<file path="src/rtl/velocity_tick_gen.sv">
// Speed tick generator for the delivery game velocity selector.
// Shared prescaler feeding seven dividers, gated by a run/hold/idle FSM.
module velocity_tick_gen #(
    parameter int unsigned PRESCALE = 250000,
    parameter int unsigned DIV0     = 16,
    parameter int unsigned DIV1     = 12,
    parameter int unsigned DIV2     = 10,
    parameter int unsigned DIV3     = 8,
    parameter int unsigned DIV4     = 6,
    parameter int unsigned DIV5     = 5,
    parameter int unsigned DIV6     = 4
) (
    input  logic clock,
    input  logic reset_n,
    input  logic run,
    input  logic restart,
    output logic v0,
    output logic v1,
    output logic v2,
    output logic v3,
    output logic v4,
    output logic v5,
    output logic v6,
    output logic running
);

    localparam int unsigned PW =
        (PRESCALE > 1) ? $clog2(PRESCALE) : 1;
    localparam logic [PW-1:0] P_LAST = PW'(PRESCALE - 1);
    localparam logic [4:0] D_LAST [7] = '{
        5'(DIV0 - 1), 5'(DIV1 - 1), 5'(DIV2 - 1),
        5'(DIV3 - 1), 5'(DIV4 - 1), 5'(DIV5 - 1),
        5'(DIV6 - 1)
    };

    typedef enum logic [1:0] {
        IDLE = 2'd0,
        RUN  = 2'd1,
        HOLD = 2'd2
    } state_t;

    state_t          state;
    state_t          state_nx;
    logic [PW-1:0]   presc;
    logic [4:0]      div_q [7];
    logic            base;
    logic            clear;
    logic [6:0]      hit;
    logic [6:0]      v_q;

    // Next-state logic; restart always wins over run.
    always_comb begin
        state_nx = state;
        unique case (state)
            IDLE: if (!restart && run) state_nx = RUN;
            RUN: begin
                if (restart)   state_nx = IDLE;
                else if (!run) state_nx = HOLD;
            end
            HOLD: begin
                if (restart)  state_nx = IDLE;
                else if (run) state_nx = RUN;
            end
            default: state_nx = IDLE;
        endcase
    end

    // State register; running tracks the state it is entering.
    always_ff @(posedge clock or negedge reset_n) begin
        if (!reset_n) begin
            state   <= IDLE;
            running <= 1'b0;
        end else begin
            state   <= state_nx;
            running <= (state_nx == RUN);
        end
    end

    assign base  = (presc == P_LAST);
    assign clear = restart || (state == IDLE);

    // Hit decode: a divider at its last phase on a base strobe in RUN.
    always_comb begin
        hit = '0;
        for (int k = 0; k < 7; k++) begin
            hit[k] = (state == RUN) && base &&
                     (div_q[k] == D_LAST[k]);
        end
    end

    // Prescaler: cleared on idle/restart, frozen on hold.
    always_ff @(posedge clock or negedge reset_n) begin
        if (!reset_n) begin
            presc <= '0;
        end else if (clear) begin
            presc <= '0;
        end else if (state == RUN) begin
            presc <= base ? '0 : presc + PW'(1);
        end
    end

    // Dividers advance once per base strobe while running.
    always_ff @(posedge clock or negedge reset_n) begin
        if (!reset_n) begin
            for (int k = 0; k < 7; k++) div_q[k] <= '0;
        end else if (clear) begin
            for (int k = 0; k < 7; k++) div_q[k] <= '0;
        end else if (state == RUN && base) begin
            for (int k = 0; k < 7; k++) begin
                div_q[k] <= (div_q[k] == D_LAST[k]) ?
                            5'd0 : div_q[k] + 5'd1;
            end
        end
    end

    // Register the hits so each tick is a clean one-cycle strobe.
    always_ff @(posedge clock or negedge reset_n) begin
        if (!reset_n) v_q <= '0;
        else          v_q <= hit;
    end

    assign v0 = v_q[0];
    assign v1 = v_q[1];
    assign v2 = v_q[2];
    assign v3 = v_q[3];
    assign v4 = v_q[4];
    assign v5 = v_q[5];
    assign v6 = v_q[6];

endmodule

</file>
<file path="config.mk">
export PLATFORM = sky130hd
export DESIGN_NAME = velocity_tick_gen
export DESIGN_NICKNAME = d
export VERILOG_FILES = /design/src/rtl/velocity_tick_gen.sv
export SDC_FILE = /design/constraint.sdc
export NUM_CORES = 1
export LEC_CHECK = 0
export BUFFER_PORTS_ARGS = -buffer_cell sky130_fd_sc_hd__buf_2
export CORE_MARGIN = 2
export CORE_UTILIZATION = 61
export DETAILED_ROUTE_END_ITERATION = 12
export GPL_TIMING_DRIVEN = 0
export MAX_ROUTING_LAYER = met4
export PLACE_DENSITY = 0.79
export SLEW_MARGIN = 20
export SYNTH_ARGS = -nofsm -noshare
export SYNTH_HDL_FRONTEND = slang
export SYNTH_SLANG_ARGS = --single-unit
</file>
<file path="constraint.sdc">
create_clock -name clock -period 2.7 [get_ports clock]
set_input_delay 0.675 -clock clock [delete_from_list [all_inputs] [get_ports clock]]
set_output_delay 0.675 -clock clock [all_outputs]
set_load 0.02 [all_outputs]
</file>
==> reports/results.env <==
START_KIND='register'
MIN_PERIOD_OVER_PERIOD_PCT=92.6
HTREE_NUM_LEVELS=3
POWER.SWITCHING_FRACTION_PCT=23.2
TOP_PORTS=12
POWER.STATIC_LEAKAGE_nW=1.60
SETUP.WORST_PATH.END_CLASS='register'
IRDROPWORSTVDD_mV=0.342
OVERFLOW=0
FINAL_ANTENNA_NET_COUNT=0
SEQ_AREA_FRAC_SYNTH_PCT=47.6
SYNTHDOMINANTAREACELLTYPE='sky130_fd_sc_hd__dfrtp_1'
STDCELL_AREA_UM2=3640
GLOBAL_ROUTE_WIRE_LENGTH_BEFORE_REPAIR_UM=12500
COREAREA_UM2=5170
TIMING.CRITICAL_PATH.SLOWEST_STAGE_CELL='sky130_fd_sc_hd__nor3_1'
DETAIL_ROUTE.ITER0.VIOLATIONS=231
DIE_WD_UM=77.7
CLKTRANSATPATHREGS_NS=0.07
FP.DIEH_UM=77.7
MIN-DELAY-PATH-CLASS='input port to async pin'
NUMBER_OF_GLOBAL_ROUTE_VIAS_BEFORE_REPAIR=2697
FINAL-HOLD-VIOLATION-COUNT=0
SETUP_TOTAL_NEGATIVE_SLACK_NS=0
DETAIL_ROUTE.WIRELENGTH_UM=7210
POST_SYNTH_MOST_FREQUENT_CELLS='sky130_fd_sc_hd__dfrtp_1, sky130_fd_sc_hd__nand2_1, sky130_fd_sc_hd__nor2_1'
WORST-ENDPOINT-REQUIRED_NS=2.94
NUM_ROWS=26
YOSYS.AREA_SHARE.ADDER_PCT=4.15
WORSTMARGINPINSLEW_NS=0.790
GP_CONGESTION=0.896
STDCELL_COUNT=449
DOMINANT_CELLS_BY_AREA_AFTER_SYNTHESIS='sky130_fd_sc_hd__dfrtp_1, sky130_fd_sc_hd__nand2_1, sky130_fd_sc_hd__nand3_1'
AREA_DELTA_SYNTH_FINAL_PCT=9.97
DIE_AREA_UM2=6040
TIMING.MAX_SLEW.REL_SLACK_PCT=47.3
SYNTHDOMINANTCELLAREASHARE_PCT=47.6
DRTPASS1ITERATIONS=5
FRACTION_OF_THE_MAPPED_NETLIST_AREA_IN_SIMPLE_LOGIC_GATES_PCT=29.9
STATUS='finished clean'
CRIT_ARRIVAL_NS=2.74
TRITONCTS='done'
MAX_CLOCK_FREQ_GHz=0.400
SYNTH-COMPOUND-AREA-SHARE_PCT=9.78
SYNTH-EDFF-COUNT=0
REPORT.FINAL.SETUP_VIOL=0
WORSTSKEWPAIRLATENCY_NS=0.35
VIA_COUNT=2696
MAPPEDNETLISTNETS=368
INITIAL_ANTENNA_VIOLATION_COUNT=0
YOSYS_MOST_USED_DFF='sky130_fd_sc_hd__dfrtp_1'
SYNTH_TOP_FAMILY_BY_AREA='simple AND/OR/NAND/NOR gates'
YOSYS_WARNINGS=0
YS_ASYNC_SR_FRACTION_PCT=100
CTS_INSERTED_BUFFERS=9
FINAL_LAYOUT_SIZE_SUFFIX_GT1_SHARE_PCT=11.6
GRT_USAGE_PCT=27.3
COUNT_OF_PINS_OVER_THEIR_SLEW_LIMIT=0
GRT_MAX_DEGREE=64
RSZ0062_AT_GRT='false'
SYN-MEAN-INSTANCE-AREA_UM2=9.39
POSTSYNTHCELLCOUNT=353
HOLD_BUFFERS=0
DP_CELLS=433
CRITICAL_PATH_CLASS='register to register'
POST_SYNTH_MUX_AREA_SHARE_PCT=2.45
P_INT_mW=1.41
PLACE_HPWL_UM=4950
POST_DRT_VIA_CELL_RATIO=6.00
SYNTH_AREA_UM2=3310
POWER_SWITCHING_uW=425
UTILIZATION_PCT=70.4
CPMOSTUSEDCELL='sky130_fd_sc_hd__nand3_1'
MAXIMUM_FANOUT_COUNT_ALONG_THE_CRITICAL_PATH=10
WORST_CLOCK_SKEW_NS=0.00538
POST_CTS_BUFFERS=0
CLOCKROOTBUFFER='sky130_fd_sc_hd__clkbuf_8'
CTS.SINKS=63
PLACEMENT.IO_BUFFERS=10
POWER.CLOCK.FRACTION_PCT=44.5
ROUTE.DETAILED.DRC=0
CTS.REPAIR.RESIZED=0
CAP_VIOL_MAX_COUNT=0
INITIAL_UTILIZATION_PCT=64.1
CLOCK_PATH_BUFFERS=2
POWER.COMBINATIONAL.FRACTION_PCT=3.8
YS_TYPES=54
FINISH.NET_COUNT=389
POWER_FRAC_SEQ_PCT=51.7
POST_DP_CELL_AREA_UM2=3450
FINALWORSTPATHREQUIREDPERIOD_NS=2.50
PATH_CELLS='ha_1 > nand3_1 > nor3_1 > nand3_1 > mux2_2 > a32o_1'
NUMBER_OF_INSERTED_DIODES=0
XOR_XNOR_CELL_AREA_SHARE_OF_THE_YOSYS_NETLIST_PCT=3.70
POWER_PER_CELL_AREA_nW_PER_UM2=503
SYNTH-SEQ-CELLS=63
CRITICAL_PATH.MAX_STAGE_DELAY_NS=0.72
WIRE_PER_INST_UM=16.1
MOST_NUMEROUS_CELL_IN_THE_YOSYS_NETLIST='sky130_fd_sc_hd__dfrtp_1'
[per-stage QoR]
stage | worst slack (ns) | hold slack, ns | power, mW
after detailed placement | 0.260 | 0.486 | 1.04
after CTS | 0.244 | 0.442 | 1.84
after global placement | 0.306 | 0.480 | 1.04
after global routing | 0.0956 | 0.489 | 1.88
final | 0.201 | 0.403 | 1.83
after floorplan | 0.648 | 0.379 | 1.00
[worst max-delay path, delay by kind of cell, from the launching register on]
| kind | cells | cell delay (ns) |
|---|---|---|
| AOI/OAI and AO/OA | 1 | 0.21 |
| DFF | 1 | 0.40 |
| adders and majority gates | 1 | 0.21 |
| muxes | 1 | 0.31 |
| and+or+nand+nor | 3 | 1.26 |
[sequential cells by signal (all words and copies together), names as in the netlist]
signal and count:
div_q 35, presc 18, running 1, state 2, v_q 7
[cell type report]
| cell class | instances | area, um^2 |
|---|---|---|
| well taps | 70 | 87.6 |
| clock inverters | 4 | 45.0 |
| fillers | 380 | 1530 |
| flip-flops and latches | 63 | 1580 |
| multi-input cells | 270 | 1660 |
| inverters | 10 | 37.5 |
| plain buffers | 10 | 43.8 |
| repair buffers | 10 | 52.6 |
| clock buffers | 12 | 145 |
[placed cells by master, fill, tap and decap left out, types with 3 or more instances in the layout]
cell type / synthesis / routed
sky130_fd_sc_hd__or3_1: 7 / 7
sky130_fd_sc_hd__nand2b_1: 5 / 5
sky130_fd_sc_hd__xnor2_1: 12 / 12
sky130_fd_sc_hd__clkbuf_8: 0 / 10
sky130_fd_sc_hd__inv_1: 10 / 10
sky130_fd_sc_hd__nor4_1: 4 / 4
sky130_fd_sc_hd__nand3_1: 31 / 31
sky130_fd_sc_hd__dfrtp_1: 63 / 63
sky130_fd_sc_hd__o21ai_1: 4 / 4
sky130_fd_sc_hd__nor4_2: 3 / 3
sky130_fd_sc_hd__o211ai_1: 5 / 5
sky130_fd_sc_hd__o22ai_1: 3 / 3
sky130_fd_sc_hd__ha_1: 11 / 11
sky130_fd_sc_hd__nor3_1: 12 / 12
sky130_fd_sc_hd__nand3b_1: 3 / 3
sky130_fd_sc_hd__nand2_1: 48 / 48
sky130_fd_sc_hd__clkinv_2: 0 / 3
sky130_fd_sc_hd__mux2i_1: 7 / 7
sky130_fd_sc_hd__and3_1: 7 / 7
sky130_fd_sc_hd__nor2_1: 38 / 38
sky130_fd_sc_hd__buf_2: 2 / 11
sky130_fd_sc_hd__clkbuf_1: 6 / 8
sky130_fd_sc_hd__nor2b_1: 7 / 7
sky130_fd_sc_hd__nand4b_1: 4 / 4
sky130_fd_sc_hd__o21ai_0: 12 / 12
sky130_fd_sc_hd__a21oi_1: 10 / 10
[cells by family after synthesis]
group           after synthesis
compound gates               49
xor+xnor                     14
fa+ha+maj                    11
buf+inv                      20
flops                        63
mux                           8
simple gates                188
[layer usage]
metal / global-route usage [%] / wire length (um) / vias to the layer above
met5: - / 0 / -
met4: 9.82 / 107 / 0
met3: 3.84 / 331 / 10
met2: 44.9 / 3570 / 65
met1: 34.7 / 3200 / 1330
li1: - / - / 1291
[power by group through the flow]
stage / clock network (mW) / logic (mW) / registers, mW
6_report: 0.815 / 0.0700 / 0.948
5_1_grt: 0.856 / 0.0796 / 0.948
4_1_cts: 0.818 / 0.0714 / 0.948
3_5_place_dp: 0 / 0.0711 / 0.966
3_3_place_gp: 0 / 0.0697 / 0.966
2_1_floorplan: 0 / 0.0347 / 0.967
[path summary, 6_finish.rpt]
path,startpoint,end,slack [ns],cells after the start
worst max register to register,presc[0],presc[10],0.20,6
min in group clock,div_q[34],div_q[34],0.50,1
max in group asynchronous,reset_n,div_q[11],1.77,1
worst min register to register,div_q[34],div_q[34],0.50,1
worst min-delay path,reset_n,div_q[28],0.40,1
worst max-delay path,presc[0],presc[10],0.20,6
No activity file was read; power rests on OpenSTA's default activity.
